$ cat config.mk
export PLATFORM = sky130hd
export DESIGN_NAME = fetch_pc_unit
export DESIGN_NICKNAME = d
export VERILOG_FILES = /design/src/rtl/fetch_pc_unit.sv
export SDC_FILE = /design/constraint.sdc
export NUM_CORES = 1
export LEC_CHECK = 0
export CAP_MARGIN = 20
export CORE_MARGIN = 2
export CORE_UTILIZATION = 49
export DETAILED_ROUTE_END_ITERATION = 16
export GPL_ROUTABILITY_DRIVEN = 0
export PLACE_DENSITY = 0.81
export SYNTH_ARGS = -nofsm -noshare
export SYNTH_HDL_FRONTEND = slang
export SYNTH_SLANG_ARGS = --single-unit
$ cat constraint.sdc
create_clock -name clk -period 2.8 [get_ports clk]
set_input_delay 0.56 -clock clk [delete_from_list [all_inputs] [get_ports clk]]
set_output_delay 0.56 -clock clk [all_outputs]
set_load 0.01 [all_outputs]
$ cat src/rtl/fetch_pc_unit.sv
// Instruction-fetch stage: owns the PC, drives the synchronous icache read port,
// holds the fetched word across stalls and squashes the slot in which a redirect lands.
module fetch_pc_unit #(
  parameter logic [31:0] RESET_PC = 32'h0000_2000,
  parameter logic [31:0] NOP_INST = 32'h0000_0013
) (
  input  logic        clk,
  input  logic        reset_n,
  input  logic        stall,
  input  logic        redirect_valid,
  input  logic [31:0] redirect_pc,
  output logic        icache_re,
  output logic [31:0] icache_addr,
  input  logic [31:0] icache_dout,
  output logic [31:0] d_inst,
  output logic [31:0] d_pc,
  output logic        d_valid
);

  typedef enum logic [1:0] {
    BOOT,
    RUN,
    HOLD
  } state_e;

  state_e      state_q, state_d;
  logic [31:0] pc_q, pc_d;
  logic [31:0] hold_q, hold_d;
  logic        pend_valid_q, pend_valid_d;
  logic [31:0] pend_pc_q, pend_pc_d;
  logic [31:0] redir_tgt;
  logic [31:0] next_pc;
  logic        apply_redirect;

  always_comb begin
    redir_tgt      = redirect_pc & ~32'h0000_0003;
    apply_redirect = (state_q != BOOT) && !stall && (redirect_valid || pend_valid_q);

    if (state_q == BOOT)               next_pc = RESET_PC;
    else if (redirect_valid && !stall) next_pc = redir_tgt;
    else if (pend_valid_q && !stall)   next_pc = pend_pc_q;
    else if (stall)                    next_pc = pc_q;
    else                               next_pc = pc_q + 32'd4;

    pc_d = stall ? pc_q : next_pc;

    // Newest redirect seen during a stall wins; any unstalled cycle either applies or has nothing queued.
    pend_valid_d = pend_valid_q;
    pend_pc_d    = pend_pc_q;
    if (state_q != BOOT) begin
      if (stall && redirect_valid) begin
        pend_valid_d = 1'b1;
        pend_pc_d    = redir_tgt;
      end else if (!stall) begin
        pend_valid_d = 1'b0;
      end
    end

    state_d = state_q;
    hold_d  = hold_q;
    case (state_q)
      BOOT: if (!stall) state_d = RUN;
      RUN: begin
        if (stall) begin
          hold_d  = icache_dout;
          state_d = HOLD;
        end
      end
      HOLD:    if (!stall) state_d = RUN;
      default: state_d = BOOT;
    endcase
  end

  always_comb begin
    d_inst  = NOP_INST;
    d_pc    = RESET_PC;
    d_valid = 1'b0;
    case (state_q)
      RUN: begin
        d_inst  = icache_dout;
        d_pc    = pc_q;
        d_valid = 1'b1;
      end
      HOLD: begin
        d_inst  = hold_q;
        d_pc    = pc_q;
        d_valid = 1'b1;
      end
      default: ;
    endcase
    if (apply_redirect) begin
      d_inst  = NOP_INST;
      d_valid = 1'b0;
    end
  end

  assign icache_re   = reset_n && !stall;
  assign icache_addr = next_pc;

  always_ff @(posedge clk or negedge reset_n) begin
    if (!reset_n) begin
      state_q      <= BOOT;
      pc_q         <= RESET_PC;
      hold_q       <= NOP_INST;
      pend_valid_q <= 1'b0;
      pend_pc_q    <= '0;
    end else begin
      state_q      <= state_d;
      pc_q         <= pc_d;
      hold_q       <= hold_d;
      pend_valid_q <= pend_valid_d;
      pend_pc_q    <= pend_pc_d;
    end
  end

endmodule
==> metrics.md <==
| Metric | Value |
|---|---|
| CTS clk-pin slew, worst paths | 0.07 ns |
| Via density | 6.286 |
| Maxcap violations | 0 |
| Die Ht | 114.7 um |
| Setup_tns | -1.554 ns |
| Post-route DRC violation count | 0 |
| Max Freq | 333.3 MHz |
| Worst Tran Pin Value | 0.9554 ns |
| Async SR Flop Fraction | 100.0% |
| CP cell instances | nand4_1 > or3_4 > or4_4 > a31o_4 > a21oi_2 > buf_2 |
| Drt initial violations | 634 |
| Fillers | 754 |
| Total Nets Final | 991 |
| Grt ovf | 0 |
| Number of global-route vias before repair | 6,770 |
| Fin area | 9402 sq um |
| Reg-to-reg startpoint | pc_q[3] |
| WL final | 22,390 um |
| Final Cycle Share | 107.2% |
| Nature of the critical path startpoint | flop |
| Via count | 6,732 |
| Initial Util | 49.99% |
| Multi-input logic area | 3610 sq um |
| Syn_area_per_cell | 9.181 sq um |
| Final Hold Vio Count | 0 |
| Crit. End Element | output pin |
| Die width | 114.7 um |
| EDFF count, synth | 0 |
| Crit path time final | 3.001 ns |
| H-tree lvl count | 3 |
| Placed insts | 1,027 |
| Synth top area cells | dfrtp_1 (39%), mux2_2 (12%), a22oi_1 (4.3%) |
| Post-synth top flop | dfrtp_1 |
| Hold Crit Class | primary input to asynchronous set/reset pin |
| GRT Total Usage | 32.75% |
| Violated checks | setup timing |
| Mapped cell area | 6005 sq um |
| Crit path kind | flop to output pin |
| Register area | 2436 sq um |
| Clk_lat worst skew | 0.37 ns |
| Clock Sinks | 97 |
| Peak supply drop | 0.0008631 V |
| Max Slew Vio Count | 0 |
| Ant diodes | 0 |
| Sequential share of the synthesized area | 40.51% |
| Cell taking the most area after synthesis | dfrtp_1 |
| Post-synth top area share | 38.76% |
| Largest net degree at the start of global routing | 85 |
| Required time worst endpoint | 2.24 ns |
| Crit-path max FO | 6 |
| Critical path's slowest cell | dfstp_2 |
| Setup Skew | 0.01397 ns |
| FF-to-FF setup slack | 0.42 ns |
| Setup violations, final | 13 |
| Max clock buf depth | 2 |
| FF-to-FF path depth | 10 |
| Slowest stage delay, CP | 0.54 ns |
| Distinct cells, synth | 64 |
| Root Buffer | clkbuf_16 |
| Status | finished with violations |
| R2R Path End | pc_q[25] |
| Share of cells above drive strength 1 | 34.42% |
| Leak | 0.004270 uW |
| Post-Layout Cell Count | 1,071 |
| Top Ports | 166 |
| Unrepaired setup endpoints after global routing | yes |
| Dpl hpwl | 14,250 um |
| Setup ws final | -0.2006 ns |
| Area post-placement | 8551 sq um |
| Antenna Violating Nets Remaining | 0 |
| Num CTS Buffers | 9 |
| Cells after synthesis | 654 |
| Relative slew slack | 36.17% |
| First-pass GRT wire length | 33,840 um |
| Initial antenna violation count | 0 |
| Arr. time, crit path | 2.44 ns |
| Yosys warning count | 0 |
| Placeable Area | 12,010 sq um |
| Synthesis-to-layout area growth | 56.57% |
| TritonCTS clock tree | built |
| Syn Nets | 726 |
| Buffers on Ports | 163 |
| Pwr dens | 1074 nW/um^2 |
| Die ar. | 13,160 sq um |
| Count of state elements after synthesis | 97 |
| Row Count | 40 |
| DRT Pass-1 Iters | 5 |
| Average routed wire per standard cell | 20.90 um |
==> sequential cells by signal, indices dropped and copies added, names as in the netlist <==
name	cells
hold_q	32
pc_q	32
pend_valid_q	1
pend_pc_q	30
state_q	2
==> critical path, delay by kind of cell (launching register included) <==
family          cells  cell delay (ns)
simple gates        3             1.05
buf+inv             1             0.14
flops               1             0.54
compound gates      2             0.36
==> Yosys cell counts, drive strengths merged, types with 3 or more instances <==
cell type,instances
o22ai,6
a21o,3
a31oi,5
xor2,4
and3,4
and4,3
nand3,13
inv,18
ha,4
a31o,3
or4,5
dfstp,4
mux2i,3
nor2,64
clkbuf,41
buf,14
a22oi,34
a221o,3
nand3b,3
nor4,8
nand2,42
a211oi,3
nand4,11
nor3,10
and2,36
o31ai,11
or3,7
dfrtp,93
o21a,4
mux2,66
a221oi,12
nand2b,5
a21oi,39
nor2b,5
o21ai,34
or2,4
xnor2,6
==> cell type report <==
type	instances	area share, %
well taps	147	1.956
multi-input cells	484	38.39
clock inverters	7	1.065
repair buffers	309	29.56
flip-flops and latches	97	25.91
inverters	18	0.7187
clock buffers	9	2.396
==> power by group <==
group / internal (uW) / total, uW / switching (uW)
Combinational: 3160 / 6160 / 3000
Sequential: 2090 / 2560 / 463
Clock: 793 / 1380 / 588
==> cells in the final DEF, fill, tap and decap left out, types with 5 or more instances in the layout <==
cell / netlist / final
nor4_4: 0 / 6
clkbuf_16: 0 / 9
buf_4: 1 / 122
buf_12: 0 / 6
nor3_1: 8 / 6
o21ai_1: 1 / 5
mux2_2: 66 / 66
clkdlybuf4s50_1: 0 / 97
dfrtp_1: 93 / 90
o22ai_1: 6 / 6
o21ai_0: 33 / 27
buf_6: 0 / 17
nor2_1: 64 / 62
a22oi_1: 34 / 34
and2_1: 36 / 36
xnor2_1: 6 / 6
o31ai_1: 11 / 7
nand4_1: 11 / 11
nand2_1: 42 / 41
inv_1: 18 / 16
a21oi_2: 0 / 5
dlygate4sd2_1: 0 / 35
nand3_1: 11 / 11
a221oi_1: 10 / 10
buf_2: 4 / 21
a21oi_1: 39 / 34
==> what timing repair did <==
| action | 4_1_cts | 5_1_grt |
|---|---|---|
| setup endpoints to repair | 65 | 50 |
| setup buffers | 13 | 12 |
| gates cloned | 2 | 0 |
| resized for setup | 181 | 43 |
| pin swaps | 29 | 36 |
| hold buffers | 0 | 0 |
==> logic make-up after synthesis <==
group | count (synthesis) | synth area share [%]
AND/OR/NAND/NOR | 223 | 19.48
AO/OA/AOI/OAI | 178 | 20.11
flip-flops | 97 | 40.51
buffers and inverters | 73 | 4.730
multiplexers | 69 | 12.88
XOR/XNOR | 10 | 1.459
adder cells (fa/ha/maj) | 4 | 0.8335
==> worst max-delay path by stage <==
| stage | slack (ns) | to | startpoint | depth (start not counted) |
|---|---|---|---|---|
| after floorplan | 0.07 | icache_addr[30] | pc_q[2] | 7 |
| after global placement | -0.45 | icache_addr[30] | stall | 7 |
| after detailed placement | -0.47 | icache_addr[20] | stall | 7 |
| after CTS | -0.23 | icache_addr[19] | pc_q[13] | 6 |
| after global routing | -0.25 | icache_addr[20] | pc_q[13] | 6 |
| final | -0.20 | icache_addr[20] | pc_q[13] | 6 |
==> through the flow <==
stage	utilization [%]	hold slack (ns)	total power [uW]	setup slack, ns
finish	78.27	0.04531	10100	-0.2006
global route	78.27	0.06313	10630	-0.2549
CTS	76.38	0.04500	9743	-0.2275
detailed placement	71.19	0.4206	8100	-0.4667
global placement	71.19	0.4223	7884	-0.4527
floorplan	-	0.2644	5270	0.07339
==> routing by layer <==
layer / wire length (um) / GRT usage, % / vias to the layer above
li1: - / - / 2926
met1: 8110 / 38.29 / 3284
met2: 11360 / 56.09 / 418
met3: 1915 / 8.047 / 104
met4: 995 / 16.71 / 0
met5: 0 / 0 / -
(Power assumes the default switching activity.)
